==> config.mk <==
export PLATFORM = sky130hd
export DESIGN_NAME = prog_store
export DESIGN_NICKNAME = d
export VERILOG_FILES = /design/src/rtl/prog_store_pkg.sv /design/src/rtl/prog_store_mem.sv /design/src/rtl/prog_store.sv
export SDC_FILE = /design/constraint.sdc
export NUM_CORES = 2
export LEC_CHECK = 0
export ABC_AREA = 1
export CAP_MARGIN = 15
export CORE_MARGIN = 5
export CORE_UTILIZATION = 35
export CTS_CLUSTER_SIZE = 24
export DETAILED_ROUTE_END_ITERATION = 10
export PLACE_DENSITY_LB_ADDON = 0.05
export SLEW_MARGIN = 10
export SYNTH_ARGS = -nofsm -noshare
export SYNTH_HDL_FRONTEND = slang
export SYNTH_SLANG_ARGS = --single-unit
==> constraint.sdc <==
create_clock -name CLK -period 4.6 [get_ports CLK]
set_clock_uncertainty 0.1 [all_clocks]
set_input_delay 0.69 -clock CLK [delete_from_list [all_inputs] [get_ports CLK]]
set_output_delay 0.69 -clock CLK [all_outputs]
set_load 0.005 [all_outputs]
==> src/rtl/prog_store_pkg.sv <==
// prog_store_pkg: shared definitions for the writable program store.
//   - default fetch-address and instruction widths
//   - load-session FSM state encoding (RUN, LOAD, RELEASE)
//   - helper to derive bytes per instruction word
package prog_store_pkg;

   localparam int PC_LEN_DEF    = 8;
   localparam int INSTR_LEN_DEF = 16;

   typedef enum logic [1:0] {
      ST_RUN     = 2'd0,
      ST_LOAD    = 2'd1,
      ST_RELEASE = 2'd2
   } state_t;

   // Bytes needed to carry one instruction word, rounded up.
   function automatic int nbytes(input int width);
      return (width + 7) / 8;
   endfunction

endpackage

==> src/rtl/prog_store_mem.sv <==
// prog_store_mem: DEPTH x W instruction array.
//   clk    : write clock
//   we     : write enable, word written on rising clk edge
//   waddr  : write address
//   wdata  : write data
//   raddr  : read address (asynchronous read)
//   rdata  : word at raddr, combinational
// No reset on the array; the owner gates reads of unwritten words.
// Kept as its own module so a foundry memory macro can replace it later.
module prog_store_mem #(
   parameter int DEPTH = 4,
   parameter int AW    = 2,
   parameter int W     = 16
) (
   input  logic          clk,
   input  logic          we,
   input  logic [AW-1:0] waddr,
   input  logic [W-1:0]  wdata,
   input  logic [AW-1:0] raddr,
   output logic [W-1:0]  rdata
);

   logic [W-1:0] mem [DEPTH];

   always_ff @(posedge clk) begin
      if (we) begin
         mem[waddr] <= wdata;
      end
   end

   assign rdata = mem[raddr];

endmodule

==> src/rtl/prog_store.sv <==
// prog_store: writable program store for the core's fetch port, filled
// through a byte-serial load port.
//   CLK, RSTN         : clock, asynchronous active-low reset
//   PC / INSTR        : fetch address in, instruction out (combinational)
//   LD_EN             : load-session request (level)
//   LD_VALID/LD_DATA  : load byte offered by the source
//   LD_READY          : byte accepted this cycle when LD_VALID is also high
//   LD_DONE           : one-cycle pulse as a session ends
//   LD_ERR            : sticky; last session left a partial word or overflowed
//   WCOUNT            : number of valid words loaded
//   CORE_RSTN         : registered active-low reset to the core
//   DBG_STATE         : current FSM state, for observation
// Load handshake: a byte transfers on a rising edge where LD_VALID and
// LD_READY are both high; LD_READY never depends on LD_VALID, and the source
// holds LD_DATA stable while LD_VALID is high and LD_READY is low.
module prog_store
   import prog_store_pkg::*;
#(
   parameter int PC_LEN    = PC_LEN_DEF,
   parameter int INSTR_LEN = INSTR_LEN_DEF,
   parameter int DEPTH     = 2 ** PC_LEN
) (
   input  logic                 CLK,
   input  logic                 RSTN,
   input  logic [PC_LEN-1:0]    PC,
   output logic [INSTR_LEN-1:0] INSTR,
   input  logic                 LD_EN,
   input  logic                 LD_VALID,
   input  logic [7:0]           LD_DATA,
   output logic                 LD_READY,
   output logic                 LD_DONE,
   output logic                 LD_ERR,
   output logic [PC_LEN:0]      WCOUNT,
   output logic                 CORE_RSTN,
   output logic [1:0]           DBG_STATE
);

   localparam int NBYTES = nbytes(INSTR_LEN);
   localparam int ASM_W  = NBYTES * 8;
   localparam int BC_W   = $clog2(NBYTES + 1);
   localparam logic [PC_LEN:0] DEPTH_W = (PC_LEN + 1)'(DEPTH);
   localparam logic [BC_W-1:0] LAST_BC = BC_W'(NBYTES - 1);

   state_t              state_q, state_d;
   logic                core_rstn_q;
   logic [PC_LEN:0]     wcount_q;
   logic                err_q;
   logic [BC_W-1:0]     bc_q, bc_after;
   logic [ASM_W-1:0]    asm_q, asm_d;
   logic                room, accept, last_byte, we;
   logic [INSTR_LEN-1:0] rdata;

   // Shift the new byte in at the bottom; after NBYTES bytes the first byte
   // sits in the top byte and the low INSTR_LEN bits form the word.
   assign asm_d     = (asm_q << 8) | ASM_W'(LD_DATA);
   assign room      = (wcount_q < DEPTH_W);
   assign accept    = LD_VALID && LD_READY;
   assign last_byte = (bc_q == LAST_BC);
   assign we        = accept && last_byte;

   // Byte count as it stands after this cycle's acceptance; used to judge a
   // partial word when the session ends in the same cycle.
   always_comb begin
      bc_after = bc_q;
      if (accept) begin
         bc_after = last_byte ? '0 : bc_q + 1'b1;
      end
   end

   always_comb begin
      state_d  = state_q;
      LD_READY = 1'b0;
      LD_DONE  = 1'b0;
      case (state_q)
         ST_RUN: begin
            if (LD_EN) state_d = ST_LOAD;
         end
         ST_LOAD: begin
            LD_READY = room;
            if (!LD_EN) state_d = ST_RELEASE;
         end
         ST_RELEASE: begin
            LD_DONE = 1'b1;
            state_d = ST_RUN;
         end
         default: state_d = ST_RUN;
      endcase
   end

   always_ff @(posedge CLK or negedge RSTN) begin
      if (!RSTN) begin
         state_q     <= ST_RUN;
         core_rstn_q <= 1'b0;
         wcount_q    <= '0;
         err_q       <= 1'b0;
         bc_q        <= '0;
         asm_q       <= '0;
      end else begin
         state_q     <= state_d;
         core_rstn_q <= (state_d == ST_RUN);
         case (state_q)
            ST_RUN: begin
               if (LD_EN) begin
                  wcount_q <= '0;
                  bc_q     <= '0;
                  err_q    <= 1'b0;
               end
            end
            ST_LOAD: begin
               if (accept) begin
                  asm_q <= asm_d;
                  bc_q  <= bc_after;
                  if (last_byte) wcount_q <= wcount_q + 1'b1;
               end
               if (LD_VALID && !room) err_q <= 1'b1;
               if (!LD_EN && (bc_after != '0)) err_q <= 1'b1;
            end
            default: ;
         endcase
      end
   end

   prog_store_mem #(
      .DEPTH (DEPTH),
      .AW    (PC_LEN),
      .W     (INSTR_LEN)
   ) u_mem (
      .clk   (CLK),
      .we    (we),
      .waddr (wcount_q[PC_LEN-1:0]),
      .wdata (asm_d[INSTR_LEN-1:0]),
      .raddr (PC),
      .rdata (rdata)
   );

   // Words at or beyond WCOUNT read as zero, hiding stale array contents.
   assign INSTR     = ({1'b0, PC} < wcount_q) ? rdata : '0;
   assign LD_ERR    = err_q;
   assign WCOUNT    = wcount_q;
   assign CORE_RSTN = core_rstn_q;
   assign DBG_STATE = state_q;

endmodule

==> impl_metrics.env <==
export IMPL_post_synthesis_cell_area_sq_um=167000
export IMPL_clkSinkCount=4119
export IMPL_place_congestion=0.846
export IMPL_antenna_found_initial=40
export IMPL_first_global_vias=109000
export IMPL_ys_warn_count=0
export IMPL_number_of_cells_traversed_by_the_worst_register_to_register_path=5
export IMPL_grt_usage_pct=23.5
export IMPL_clockRootBuffer="clkbuf_16"
export IMPL_clk_insertion_delay_late_ps=1010
export IMPL_critical_path_endpoint="INSTR[13]"
export IMPL_yosys_area_top_type="edfxtp_1"
export IMPL_via_per_inst=5.29
export IMPL_count_of_port_buffers_added_during_placement=50
export IMPL_nNetsFinal=14600
export IMPL_vdd_drop_max_mv=0.334
export IMPL_post_route_worst_setup_slack_ps=7.21
export IMPL_timing_critical_path_required_ps=3810
export IMPL_syn_instance_count=13700
export IMPL_timing_critical_path_fanout_max=18
export IMPL_ant_nets=1
export IMPL_cts_htree_levels=5
export IMPL_timing_hold_violations_final=0
export IMPL_finalSetupViolations=0
export IMPL_ys_types=31
export IMPL_post_route_drc_count=0
export IMPL_rsz0062_at_grt="yes"
export IMPL_die_width_um=700
export IMPL_critical_path_startpoint="PC[0]"
export IMPL_drv_max_cap_violation_count=0
export IMPL_synth_enable_flop_cells=4096
export IMPL_most_common_layout_cells="nand2_1, edfxtp_1, nand3_1"
export IMPL_yosysSeqAreaShare_pct=74.1
export IMPL_avgRoutedWirePerCell_um=28.0
export IMPL_total_leakage_power_nw=71.1
export IMPL_die_y_um=700
export IMPL_post_route_cells_drive_above_1_share_pct=15.0
export IMPL_cts_tree="done"
export IMPL_synth_to_final_area_change_pct=19.8
export IMPL_power_density_nw_per_um2=428
export IMPL_hold_ws_ps=77.4
export IMPL_worst_hold_path_type="in2reg"
export IMPL_cts_buffer_depth=4
export IMPL_end_kind="output pin"
export IMPL_placedInstanceArea_sq_um=183000
export IMPL_drt_total_wl_mm=596
export IMPL_io_pin_count=51
export IMPL_slack_of_the_worst_reg_to_reg_path_ps=1130
export IMPL_startpoint_type_of_the_worst_setup_path="input pin"
export IMPL_preCtsSetupSlack_ps=-765
export IMPL_synth_top_cells_by_area="edfxtp_1, nand3_1, nand2_1"
export IMPL_first_pass_grt_wire_length_mm=835
export IMPL_placementRows=253
export IMPL_grt_ovfl_total=0
export IMPL_final_area_sq_um=200000
export IMPL_clk_pin_slew_worst_paths_ps=60
export IMPL_clock_fmax_ghz=0.218
export IMPL_tritoncts_num_buffers=464
export IMPL_synth_area_per_cell_sq_um=12.1
export IMPL_violations="antenna rules"
export IMPL_post_layout_total_power_mw=85.5
export IMPL_max_slew_margin_rel_pct=28.4
export IMPL_die_area_sq_um=490000
export IMPL_ys_seq_elements=4119
export IMPL_first_iter_violations=11700
export IMPL_min_period_ps=4590
export IMPL_fraction_of_registers_with_async_set_or_reset_after_synthesis_pct=0.558
export IMPL_drt_pre_antenna_iters=6
export IMPL_grt_start_max_net_pins=125
export IMPL_dominantRegCellSynth="edfxtp_1"
export IMPL_period_share_pct=99.8
export IMPL_vias=112000
export IMPL_layout_commonest_cell="nand2_1"
export IMPL_timing_setup_critical_path_class="in2out"
export IMPL_outcome="finished with violations"
export IMPL_fp_coreArea_sq_um=475000
export IMPL_synth_fp_nets=13800
export IMPL_crit_reg2reg_capture="u_mem.mem[184][12]"
export IMPL_fillCellCount=44200
export IMPL_dp_hpwl_mm=365
export IMPL_worst_ep_arrival_time_ps=3800
export IMPL_finalMaxSlewViolations=0
export IMPL_post_synth_top_area_fraction_pct=73.8
export IMPL_worstReg2RegStart="WCOUNT[7]"
export IMPL_initial_utilization_pct=35.1
export IMPL_transition_time_at_the_pin_with_the_least_slew_margin_ps=1070
==> cell type report <==
cell class | instances | area, sq um | area share (%)
diodes | 19 | 47.5 | 0.0238
clock buffers | 588 | 12300 | 6.14
clock inverters | 261 | 2270 | 1.14
inverters | 31 | 185 | 0.0927
multi-input cells | 8635 | 39100 | 19.6
flip-flops and latches | 4119 | 124000 | 61.9
well taps | 6247 | 7820 | 3.91
repair buffers | 1339 | 14400 | 7.22
repair inverters | 2 | 22.5 | 0.0113
==> report_power, final <==
group | total (mW) | leakage, nW | switching (mW) | internal (mW)
clock network | 36.0 | 7.10 | 15.4 | 20.6
logic | 7.24 | 26.7 | 5.25 | 1.99
registers | 42.3 | 37.3 | 0.184 | 42.1
==> per-layer routing <==
metal  global-route usage, %  vias to the layer above  wire (um)
met5                       0                        -         27
met4                    6.33                        4      18000
met3                    2.79                      747      33600
met2                    38.0                     3673     279000
met1                    33.4                    57100     265000
li1                        -                    50900          -
==> how the worst min path moves through the flow <==
stage	startpoint	end	cells after the start
after floorplan	RSTN	CORE_RSTN	0
after global placement	DBG_STATE[1]	DBG_STATE[0]	1
after detailed placement	DBG_STATE[1]	DBG_STATE[0]	1
after CTS	LD_DATA[4]	u_mem.mem[204][4]	1
after global routing	LD_DATA[4]	u_mem.mem[204][4]	1
final	LD_DATA[4]	u_mem.mem[204][4]	1
==> logic make-up after synthesis <==
logic type / count (synthesis) / synth area share [%]
flops: 4119 / 74.1
simple gates: 8475 / 22.0
buf+inv: 968 / 3.32
fa+ha+maj: 11 / 0.0826
compound gates: 149 / 0.486
==> per-stage QoR <==
stage | util (%) | TNS, ps | cells
after detailed placement | 38.5 | -9900 | 20300
final | 42.1 | 0 | 21200
after global placement | 38.5 | -9970 | 20300
after floorplan | - | 0 | 13700
after global routing | 42.1 | -149 | 21200
after CTS | 41.8 | -614 | 21200
==> registers in the layout, indices dropped and copies added (netlist names) <==
signal	flops
bc_q	2
asm_q	8
DBG_STATE	2
u_mem.mem	4096
WCOUNT	9
LD_ERR	1
CORE_RSTN	1
==> critical path, stage by stage <==
cell and delay [ps]:
buf_16 150, inv_8 180, buf_12 130, bufbuf_16 300, nand2_1 60, nand3_1 60
nand3_1 180, nand3_2 190, nand3_2 170, nand3_1 130, buf_4 160, nand3_2 120
buf_4 210, nand3_1 110, nand2_4 110, nor2_1 120, buf_4 150, clkdlybuf4s50_1 500
==> Yosys cell counts (2+ instances only) <==
library cell / count
nand3_1: 3861
o22ai_1: 32
ha_1: 11
nor2_1: 440
o21ai_0: 69
inv_4: 2
buf_1: 69
inv_2: 4
edfxtp_1: 4096
clkbuf_1: 163
buf_4: 134
dfrtp_1: 23
buf_6: 106
nor2_2: 2
nand2_2: 2
nand2_1: 4165
nor3_1: 3
a21oi_1: 40
buf_2: 464
inv_1: 25
==> repair_timing <==
action	CTS	global route
endpoints found under the setup margin	16	14
gates resized for setup	225	143
gates cloned	12	11
hold buffers	3	0
hold endpoints to repair	32	0
buffers inserted	13	15
pin swaps	7	16
Power figures use the tool's default switching activity.
